==> src/rtl/store_m.sv <==
// Tile-to-memory byte writer: drains buffered tiles MSB byte first
// into consecutive byte addresses until the requested length is stored.
module store_m #(
    parameter int TILE_WIDTH = 256,
    parameter int DATA_WIDTH = 8
) (
    input  logic                  clk,
    input  logic                  rst_n,
    input  logic                  valid_in,
    input  logic [23:0]           dram_addr,
    input  logic [19:0]           length,
    input  logic [TILE_WIDTH-1:0] tile_in,
    input  logic                  tile_valid,
    output logic                  tile_ready,
    output logic                  mem_we,
    output logic [23:0]           mem_addr,
    output logic [7:0]            mem_din,
    output logic                  valid_out
);

    localparam int NUM_BYTES = TILE_WIDTH / 8;
    localparam int BPV       = DATA_WIDTH / 8;
    localparam int CW        = (NUM_BYTES > 1) ? $clog2(NUM_BYTES) : 1;

    localparam logic [1:0] IDLE      = 2'd0;
    localparam logic [1:0] WAIT_TILE = 2'd1;
    localparam logic [1:0] WRITING   = 2'd2;
    localparam logic [1:0] DONE      = 2'd3;

    localparam logic [CW-1:0] LAST_BYTE = CW'(NUM_BYTES - 1);

    logic [1:0]            state_q, state_d;
    logic [23:0]           addr_q, addr_d;
    logic [23:0]           total_q, total_d;
    logic [23:0]           written_q, written_d;
    logic [CW-1:0]         byte_cnt_q, byte_cnt_d;
    logic [TILE_WIDTH-1:0] tile_q, tile_d;
    logic [TILE_WIDTH-1:0] shifted;

    always_comb begin
        state_d    = state_q;
        addr_d     = addr_q;
        total_d    = total_q;
        written_d  = written_q;
        byte_cnt_d = byte_cnt_q;
        tile_d     = tile_q;
        unique case (state_q)
            IDLE: begin
                if (valid_in) begin
                    addr_d    = dram_addr;
                    total_d   = 24'(length) * 24'(BPV);
                    written_d = '0;
                    state_d   = (total_d == '0) ? DONE : WAIT_TILE;
                end
            end
            WAIT_TILE: begin
                if (tile_valid) begin
                    tile_d     = tile_in;
                    byte_cnt_d = '0;
                    state_d    = WRITING;
                end
            end
            WRITING: begin
                // Address wraps naturally in 24 bits
                addr_d    = addr_q + 24'd1;
                written_d = written_q + 24'd1;
                if (written_q + 24'd1 == total_q) begin
                    state_d = DONE;
                end else if (byte_cnt_q == LAST_BYTE) begin
                    state_d = WAIT_TILE;
                end else begin
                    byte_cnt_d = byte_cnt_q + 1'b1;
                end
            end
            DONE: begin
                state_d = IDLE;
            end
            default: begin
                state_d = IDLE;
            end
        endcase
    end

    always_ff @(posedge clk or negedge rst_n) begin
        if (!rst_n) begin
            state_q    <= IDLE;
            addr_q     <= '0;
            total_q    <= '0;
            written_q  <= '0;
            byte_cnt_q <= '0;
            tile_q     <= '0;
        end else begin
            state_q    <= state_d;
            addr_q     <= addr_d;
            total_q    <= total_d;
            written_q  <= written_d;
            byte_cnt_q <= byte_cnt_d;
            tile_q     <= tile_d;
        end
    end

    // Byte byte_cnt counted from the MSB end lands in the top byte
    always_comb begin
        shifted = tile_q << (int'(byte_cnt_q) * 8);
        mem_din = shifted[TILE_WIDTH-1 -: 8];
    end

    assign tile_ready = (state_q == WAIT_TILE);
    assign mem_we     = (state_q == WRITING);
    assign mem_addr   = addr_q;
    assign valid_out  = (state_q == DONE);

endmodule
==> config.mk <==
export PLATFORM = sky130hd
export DESIGN_NAME = store_m
export DESIGN_NICKNAME = d
export VERILOG_FILES = /design/src/rtl/store_m.sv
export SDC_FILE = /design/constraint.sdc
export NUM_CORES = 1
export LEC_CHECK = 0
export CAP_MARGIN = 15
export CORE_ASPECT_RATIO = 1.5
export CORE_MARGIN = 2
export CORE_UTILIZATION = 50
export CTS_BUF_LIST = sky130_fd_sc_hd__clkbuf_2
export DETAILED_ROUTE_END_ITERATION = 12
export DONT_BUFFER_PORTS = 1
export PLACE_DENSITY = 0.68
export SLEW_MARGIN = 25
export SYNTH_ARGS = -nofsm -noshare
export SYNTH_HDL_FRONTEND = slang
export SYNTH_SLANG_ARGS = --single-unit
==> constraint.sdc <==
create_clock -name clk -period 5.95 [get_ports clk]
set_clock_uncertainty 0.15 [all_clocks]
set_input_delay 0.2975 -clock clk [delete_from_list [all_inputs] [get_ports clk]]
set_output_delay 0.2975 -clock clk [all_outputs]
set_load 0.005 [all_outputs]
==> reports/metrics.cfg, run 1 <==
[floorplan]
fp.dieW_um=150.1
rows=80
die_h_um=223.2
ios=339
initial_utilization_pct=50.62

[synth]
avgSynthCellArea_um2=13.78
syn_area_mm2=0.01601
synth_cells=1162
synth_edf_count=0
async_reset_ff_share_pct=100.0
ys_warn_count=0
seq_area_frac_synth_pct=51.73
synthFlopType=dfrtp_1
synth_nets=1470
synth.distinct_cells=64
synth-seq-cells=331

[cts]
root_buffer=clkbuf_2
cts_resized=0
cts-buffers-inserted=80
clk_path_buf_depth=3
cts_htree_levels=3
post_cts.repair.setup_buffers=0
ctsHoldBuffers=331
cts.sinks=331

[placed_design]
place_congestion=0.8627
dp_hpwl_um=29060
dpl_worst_slack_ps=2477
portBuffers=0
dp.cells=1502
placed_area_mm2=0.01631

[status]
haltStage=4_1_cts
error=[ERROR RSZ-0060] Max buffer count reached.
status=stopped before the end

metrics by stage:
| stage | hold WS [ps] | util, % |
|---|---|---|
| detailed placement | -126.0 | 51.55 |
| floorplan | -148.1 | - |
| global placement | -127.8 | 51.55 |
logic make-up after synthesis:
group | Yosys count | synth area share, %
multiplexers | 371 | 31.68
flip-flops | 331 | 51.73
adder cells (fa/ha/maj) | 4 | 0.3126
XOR/XNOR | 30 | 1.688
AND/OR/NAND/NOR | 180 | 6.424
buffers and inverters | 95 | 2.438
AO/OA/AOI/OAI | 151 | 5.721
synthesized netlist by cell type (all sizes together) (6+ instances only):
cell	instances	area, um^2
nand3	25	150.1
and3	7	45.05
mux2	286	3221
a31oi	8	50.05
nand2	51	191.4
o31ai	6	45.04
nor4	13	147.6
dfrtp	331	8283
o21ai	54	270.3
buf	18	91.33
a21oi	42	210.2
xor2	14	122.6
nand4	15	115.1
inv	14	52.55
o22ai	9	56.30
nor2	34	137.6
xnor2	16	147.7
clkbuf	62	242.7
mux4	80	1802
nor3	10	50.05
==> run 2, diff against run 1 <==
--- a/config.mk
+++ b/config.mk
@@ -6,13 +6,11 @@
 export NUM_CORES = 1
 export LEC_CHECK = 0
 export CAP_MARGIN = 15
-export CORE_ASPECT_RATIO = 1.5
 export CORE_MARGIN = 2
-export CORE_UTILIZATION = 50
-export CTS_BUF_LIST = sky130_fd_sc_hd__clkbuf_2
+export CORE_UTILIZATION = 35
 export DETAILED_ROUTE_END_ITERATION = 12
 export DONT_BUFFER_PORTS = 1
-export PLACE_DENSITY = 0.68
+export PLACE_DENSITY_LB_ADDON = 0.15
 export SLEW_MARGIN = 25
 export SYNTH_ARGS = -nofsm -noshare
 export SYNTH_HDL_FRONTEND = slang
==> run 2 against run 1 <==
The flow now finishes, with violations (negative hold slack, max-slew violations). Synthesized area did not move. Synthesized cell count unchanged.
==> reports/metrics.cfg, run 2 <==
[global_route]
track_usage_pct=19.63
first_global_vias=11673
antenna_found_initial=11
grt_pass1_wl_um=70950
grt-ovfl-total=0
grt_max_degree=332

[critical_path]
cp-start-kind=register
path_class=reg -> out
worst-path-max-fanout=38
cp_data_arrival_time_ps=3480
end_kind=output pin
crit_required_ps=5500

[floorplan]
fp.dieW_um=217.9
ios=339
die_h_um=217.9
coreArea_mm2=0.04528
initial_utilization_pct=35.36
die_area_mm2=0.04747
rows=78

[layout]
final_common_cell=dfrtp_1
regMostFlops=tile_q
final_cell_mix=dfrtp_1, dlygate4sd3_1, mux2_2
largest_register_ffs=256
drive_gt1_share_pct=32.08
nets=1746
area_growth_pct=30.92
finalNonFillerCells=2076
post-route-util_pct=46.29

[pwr]
comb_power_share_pct=36.0
power_switching_mw=3.462
p_sw_share_pct=32.87
p_total_mw=10.53
ir_worst_vdd_mv=0.2656
p_leak_nw=8.424
p_clk_share_pct=23.7
p_per_area_mw_per_mm2=502.5
p_int_mw=7.071
seq_power_share_pct=40.3

[synth]
synth_nets=1470
synth_largest_area_cell=dfrtp_1
synth-seq-cells=331
async_reset_ff_share_pct=100.0
synth_top_area_share_pct=51.73
synth.distinct_cells=64
synthFlopType=dfrtp_1
avgSynthCellArea_um2=13.78
syn_area_mm2=0.01601
synth.most_common_cell=dfrtp_1
synth_area_leaders=dfrtp_1, mux2_2, mux4_2
ys_warn_count=0
synth_cells=1162
synth_edf_count=0
seq_area_frac_synth_pct=51.73
synthTopCellsByCount=dfrtp_1, mux2_2, mux4_2

[sta]
setup-violations-final=0
worstMarginPinSlew_ps=1638
timing.final.crit_share_pct=66.04
hold_viol_final=331
fin_ws_ps=2021
period_minus_slack_ps=3929
rsz0062_at_grt=false
whs_ps=-716.2
relSlewSlack_pct=-9.187
max_freq_mhz=254.5
drv_slew=93
finalSetupTns_ps=0

[detailed_routing]
wl_per_cell_um=22.42
dr.pass1.iters=4
drt-total-wl_um=46550
vias=10884
ant_nets=0
drcViolationCount=0
vias_per_cell=5.243
drtIter0Drc=794

[cts]
clock_latency_ps=560
cts-buffers-inserted=40
path_clk_slew_ps=60
clk_path_buf_depth=3
root_buffer=clkbuf_16
cts_tree=done
cts.sinks=331
cts_htree_levels=2
cts_resized=0
post_cts.repair.setup_buffers=0
ctsHoldBuffers=304

[min_path]
hold_path_class=in -> async

[job]
max_cap_violations=0

[placed_design]
portBuffers=0
dp_hpwl_um=31780
dp.cells=1692
dpl_worst_slack_ps=2402
place_congestion=0.8141

[status]
violations=negative hold slack, max-slew violations
status=finished, violations left

-- run 2: stage by stage --
step,area [um^2],hold slack [ps]
5_1_grt,20960,-746.2
6_report,20960,-716.2
3_3_place_gp,16530,-141.6
2_1_floorplan,16010,-148.1
4_1_cts,20940,-757.4
3_5_place_dp,16540,-140.1
-- run 2: layout make-up --
class | instances | area, um^2
Tap cell | 600 | 750.7
Sequential cell | 331 | 8290
Fill cell | 4102 | 24320
Clock buffer | 55 | 1169
Inverter | 15 | 56.30
Timing Repair Buffer | 314 | 3131
Multi-Input combinational cell | 736 | 7352
Clock inverter | 17 | 191.4
Antenna cell | 8 | 20.02
-- run 2: layer usage --
metal	track usage, %	up-vias	share of wire [%]
li1	-	4932	-
met1	25.67	5629	43
met2	32.30	267	49
met3	5.105	52	5.9
met4	5.261	4	1.8
met5	0	-	0.052
-- run 2: power by group through the flow --
| stage | logic (mW) | clock network (mW) | registers, mW |
|---|---|---|---|
| 4_1_cts | 3.84 | 2.58 | 4.24 |
| 5_1_grt | 4.11 | 2.66 | 4.40 |
| 3_5_place_dp | 3.64 | 0 | 4.27 |
| 3_3_place_gp | 3.57 | 0 | 4.28 |
| 2_1_floorplan | 3.02 | 0 | 3.76 |
| 6_report | 3.79 | 2.49 | 4.25 |
-- run 2: logic make-up (layout without fill, tap and decap cells) --
group	after synthesis	after routing	synth area share, %
buffers and inverters	95	401	2.438
other	0	8	0
and+or+nand+nor	180	180	6.424
DFF	331	331	51.73
AOI/OAI and AO/OA	151	151	5.721
xor gates and xnor gates	30	30	1.688
muxes	371	371	31.68
adders and majority gates	4	4	0.3126
-- run 2: critical path, stage by stage, from the launching register on --
cell	delay, ps
dfrtp_4	960
buf_4	480
mux4_2	570
mux4_2	510
mux2_2	320
-- run 2: final timing paths --
path,start,to,slack [ps],depth (start not counted)
min in group clk,valid_in,mem_addr[3],40,3
worst min-delay path,rst_n,mem_addr[22],-720,0
max in group asynchronous,rst_n,byte_cnt_q[1],4850,0
worst max register to register,state_q[1],tile_q[53],2340,7
worst max-delay path,byte_cnt_q[0],mem_din[4],2020,4
worst min register to register,tile_q[22],tile_q[22],350,1
Note: power is estimated with default switching activity, not from simulation.
